[config.mk]
export PLATFORM = sky130hd
export DESIGN_NAME = sat_counter
export DESIGN_NICKNAME = d
export VERILOG_FILES = /design/src/rtl/sat_counter.sv
export SDC_FILE = /design/constraint.sdc
export NUM_CORES = 1
export LEC_CHECK = 0
export ABC_AREA = 1
export CORE_UTILIZATION = 54
export CTS_CLUSTER_SIZE = 25
export DETAILED_ROUTE_END_ITERATION = 12
export GPL_ROUTABILITY_DRIVEN = 0
export GPL_TIMING_DRIVEN = 0
export PLACE_DENSITY = 0.8
export SLEW_MARGIN = 20
export SYNTH_ARGS = -nofsm -noshare
export SYNTH_HDL_FRONTEND = slang
export SYNTH_SLANG_ARGS = --single-unit
[constraint.sdc]
create_clock -name clk -period 2.3 [get_ports clk]
set_input_delay 0.23 -clock clk [delete_from_list [all_inputs] [get_ports clk]]
set_output_delay 0.23 -clock clk [all_outputs]
set_load 0.01 [all_outputs]
[src/rtl/sat_counter.sv]
// Up-counter with synchronous clear and count enable that sticks at all-ones.
// Latency: count visible one cycle after the enabled cycle.
// No backpressure; clear has priority over enable.
module sat_counter #(
  parameter int CNT_W = 32
) (
  input  logic             clk,
  input  logic             rst,
  input  logic             i_clr,
  input  logic             i_en,
  output logic [CNT_W-1:0] o_cnt
);

  logic [CNT_W-1:0] r_cnt;

  // count up while enabled, never wrapping past all-ones
  always_ff @(posedge clk or posedge rst) begin
    if (rst) begin
      r_cnt <= '0;
    end else if (i_clr) begin
      r_cnt <= '0;
    end else if (i_en && (r_cnt != '1)) begin
      r_cnt <= r_cnt + CNT_W'(1);
    end
  end

  assign o_cnt = r_cnt;

endmodule

Word level (Yosys, flattened, before mapping)
Index checks and enable logic that the tools add are counted.
Storage, ports and cells
  output and inout port bits: 32
  bits of input ports: 4
  logic and storage cells: 7
  register bits: 32
Cells by class
  eq/ne operators: 1
  reduce and logical (&&, ||, !) cells: 2
  add/sub/neg operators: 1
  mux-type cells: 2
Operators by type and width (number)
  $mux W32: 2
  $add A32 B1 Y32 const B: 1
  $ne A32 B32 Y1 const B: 1
  $reduce_bool A2 Y1: 1
  $logic_and A1 B1 Y1: 1

Logic depth before layout (Yosys ltp)
  word-level depth: 4
  gate-level depth with buffers: 12
  gate-level depth less buffers: 11

Least setup slack after synthesis
OpenSTA, ideal clock, no wires.
  path type: register to register
  start: reg r_cnt[1] (netlist: o_cnt[1])
  end: reg r_cnt[13] (netlist: o_cnt[13])
  data required time: 2183 ps
  path buffers: 2
  stages on the path, launching flop included: 13
  data arrival time: 1646 ps
  clock period less this slack: 1763 ps
  setup slack: 537 ps
  cells stage by stage: dfrtp_1 > ha_1 > nand2_1 > nor2_2 > nand2_4 > nor2_8 > nand2_4 > nand2_4 > nand2_4 > buf_6 > buf_8 > nand2_1 > nand2_1
Between the ends
  word-level cells in the longest chain between the ends: 3
  elaborated cells on any way between the ends: 6
  those cells by class: 1 x add/sub; 1 x eq/ne; 2 x mux; 2 x reduce/logical
RTL lines
  start: declaration: RTL line 14  | logic [CNT_W-1:0] r_cnt;
  start signal: assignment: RTL line 23  | r_cnt <= r_cnt + CNT_W'(1);
  $add A32 B1 Y32 or $ne A32 B32 Y1 (tied branches): RTL line 23, 22
  $mux W32 or $logic_and A1 B1 Y1 (tied branches): RTL line 22  | end else if (i_en && (r_cnt != '1)) begin
  $mux W32 or $reduce_bool A2 Y1 (tied branches)
Several ways; a longest one is shown, not always the timed one. The select of a mux whose other input is x is not followed.
A chain may end at the register's enable or synchronous reset.

Final worst setup path
  start: reg r_cnt[1] (netlist: o_cnt[1])
  end: reg r_cnt[26] (netlist: o_cnt[26])
The elaborated chain is that of the path after synthesis.

==> impl_metrics.py <==
metrics = {
    "synth": {
        "yosys_warnings": 0,
        "netlist_area_um2": 2275,
        "synth-edff-count": 0,
        "ys.flop_type": "dfrtp_1",
        "synth_area_leaders": "dfrtp_1 (35%), nand2_1 (24%), nor2_1 (9.1%), nand3_1 (6.6%), inv_1 (5.6%)",
        "synthArstFlopShare_pct": 100.0,
        "synth_seq_cells": 32,
        "yosysTopAreaCell": "dfrtp_1",
        "ys_seq_area_share_pct": 35.20,
        "yosysMostFrequentCell": "nand2_1",
        "synth.distinct_cells": 29,
        "synthesis.instances": 360,
        "syn-num-nets": 365,
        "synth.top_cell.area_share_pct": 35.20,
        "synthTopCellsByCount": "nand2_1 (143), nor2_1 (55), inv_1 (34)",
        "avgSynthCellArea_um2": 6.319,
    },
    "routing": {
        "vias": 2430,
        "drt_drc_violations_left": 0,
        "first_pass_iters": 4,
        "drt_iter0_markers": 171,
        "wire_per_inst_um": 13.21,
        "vias_per_cell": 5.364,
        "ant_nets": 0,
        "drt_wl_total_um": 5985,
    },
    "setup_path": {
        "rr_startpoint": "o_cnt[1]",
        "endpoint_kind": "flip-flop",
        "crit_required_ps": 2520,
        "critical_path.endpoint": "o_cnt[26]",
        "worstPathMaxFanout": 10,
        "rrSetupSlack_ps": 190,
        "start_kind": "flip-flop",
        "critPathKind": "reg -> reg",
        "cp-startpoint": "o_cnt[1]",
        "timing.rr.end": "o_cnt[26]",
        "reg2reg_depth": 9,
        "worstPathArrival_ps": 2340,
    },
    "clock_tree": {
        "cts_num_sinks": 32,
        "cts_buffer_depth": 2,
        "clock_latency_ps": 290,
        "cts_setup_buffers": 0,
        "cts_htree_levels": 2,
        "cts_resized": 0,
        "root_buffer": "clkbuf_8",
        "clkTransAtPathRegs_ps": 70,
        "cts_buffers": 5,
        "cts_hold_buffers": 0,
        "tritoncts": "done",
    },
    "timing": {
        "finalMaxSlewViolations": 0,
        "worstMarginPinSlew_ps": 685.4,
        "tns_ps": 0,
        "max_freq_mhz": 473.7,
        "setup_violations": 0,
        "fin_hold_ws_ps": 363.9,
        "relSlewSlack_pct": 54.24,
        "post-route-period-util_pct": 91.79,
        "clock_skew_ps": 5.910,
        "period_minus_slack_ps": 2111,
        "worst_slack_ps": 188.9,
        "rsz0062_at_grt": "false",
        "hold_violations": 0,
    },
    "cells_and_area": {
        "largest_register_ff_count": 32,
        "fill_cells": 381,
        "fin_area_um2": 2778,
        "drive_gt1_share_pct": 7.444,
        "final_cell_count_no_fill": 453,
        "syn_to_final_growth_pct": 22.11,
        "antenna_cells": 0,
        "num-nets-final": 407,
    },
    "floorplan": {
        "core_area_um2": 4029,
        "dieArea_um2": 4476,
        "fp.dieW_um": 66.90,
        "ios": 36,
        "fp.dieH_um": 66.90,
        "rows": 23,
        "initial_core_util_pct": 56.46,
    },
    "placement": {
        "post-dp-hpwl_um": 4387,
        "place_inst": 445,
        "place_ws_ps": 213.6,
        "port_buffers": 35,
        "placed_cell_area_um2": 2688,
    },
    "power_and_ir_drop": {
        "ir_drop_uv": 230.3,
        "p_leak_nw": 1.265,
        "pwr_density_cell_nw_per_um2": 395.3,
    },
    "global_routing": {
        "grt_usage_pct": 30.29,
        "grt_first_pass_wirelength_um": 10070,
        "grt_pass1_vias": 2189,
        "gr-total-overflow": 0,
        "grt_max_degree": 33,
        "antenna_found_initial": 0,
    },
    "outcome": {
        "status": "completed",
    },
    "job": {
        "drv_cap": 0,
    },
    "worst_hold_path": {
        "min_path_type": "in -> async",
    },
}
## placed cells by master, fill, tap and decap left out, drive strengths merged
cell             n
xor2             3
o21bai           2
ha               1
a21oi            3
xnor2            1
o21ai           17
nand2          150
clkdlybuf4s50   35
nand4           10
dfrtp           32
nand3           30
and2             2
buf              5
clkbuf          11
nand3b           1
inv             35
clkinv           1
nor2            61
or2              1
nor3             2
## critical path, stage by stage (launching register included)
cell	delay [ps]
dfrtp_1	420
ha_1	230
nand2_1	110
nor2_2	60
nand2_4	140
nor2_8	80
a21oi_1	460
buf_2	340
nand4_1	120
nand2_1	80
## layout make-up
cell class                      instances  area (um2)  share of cell area (%)
Clock buffer                            8       90.09                   3.243
Sequential cell                        32       800.8                   28.83
Timing Repair Buffer                   35       350.3                   12.61
Multi-Input combinational cell        284        1286                   46.31
Buffer                                  8       52.55                   1.892
Inverter                               36       135.1                   4.865
Tap cell                               50       62.56                   2.252
## through the flow
stage | total power [mW] | utilization [%]
CTS | 1.113 | 68.94
floorplan | 0.6251 | -
detailed placement | 0.6556 | 66.71
global placement | 0.6545 | 66.71
global route | 1.144 | 68.94
finish | 1.098 | 68.94
## logic make-up (layout without fill, tap and decap cells)
| group | count (synthesis) | after routing | share of synthesized area [%] |
|---|---|---|---|
| AO/OA/AOI/OAI | 22 | 22 | 5.555 |
| XOR/XNOR | 4 | 4 | 1.540 |
| adder cells (fa/ha/maj) | 1 | 1 | 0.5500 |
| buffers and inverters | 44 | 87 | 8.250 |
| flip-flops | 32 | 32 | 35.20 |
| AND/OR/NAND/NOR | 257 | 257 | 48.90 |
## layer usage
metal  track usage, %  up-vias  wire length, um
met3            6.336       14              437
met2            49.62       83             2710
met4            12.23        0              134
met5                0        -                0
li1                 -     1215                -
met1            38.28     1118             2703
## report_power, final
| group | switching, mW | total (mW) | internal (mW) |
|---|---|---|---|
| sequential | 0.00302 | 0.569 | 0.566 |
| clock | 0.210 | 0.454 | 0.244 |
| combinational | 0.0530 | 0.0756 | 0.0226 |
| total | 0.266 | 1.10 | 0.832 |
## worst min-delay path by stage
stage / to / slack (ps) / startpoint / depth (start not counted)
after floorplan: o_cnt[0] / 350 / rst / 1
after global placement: o_cnt[1] / 530 / o_cnt[1] / 2
after detailed placement: o_cnt[1] / 540 / o_cnt[1] / 2
after CTS: o_cnt[20] / 400 / rst / 2
after global routing: o_cnt[20] / 450 / rst / 2
final: o_cnt[20] / 360 / rst / 2
Note: power is estimated with default switching activity, not from simulation.
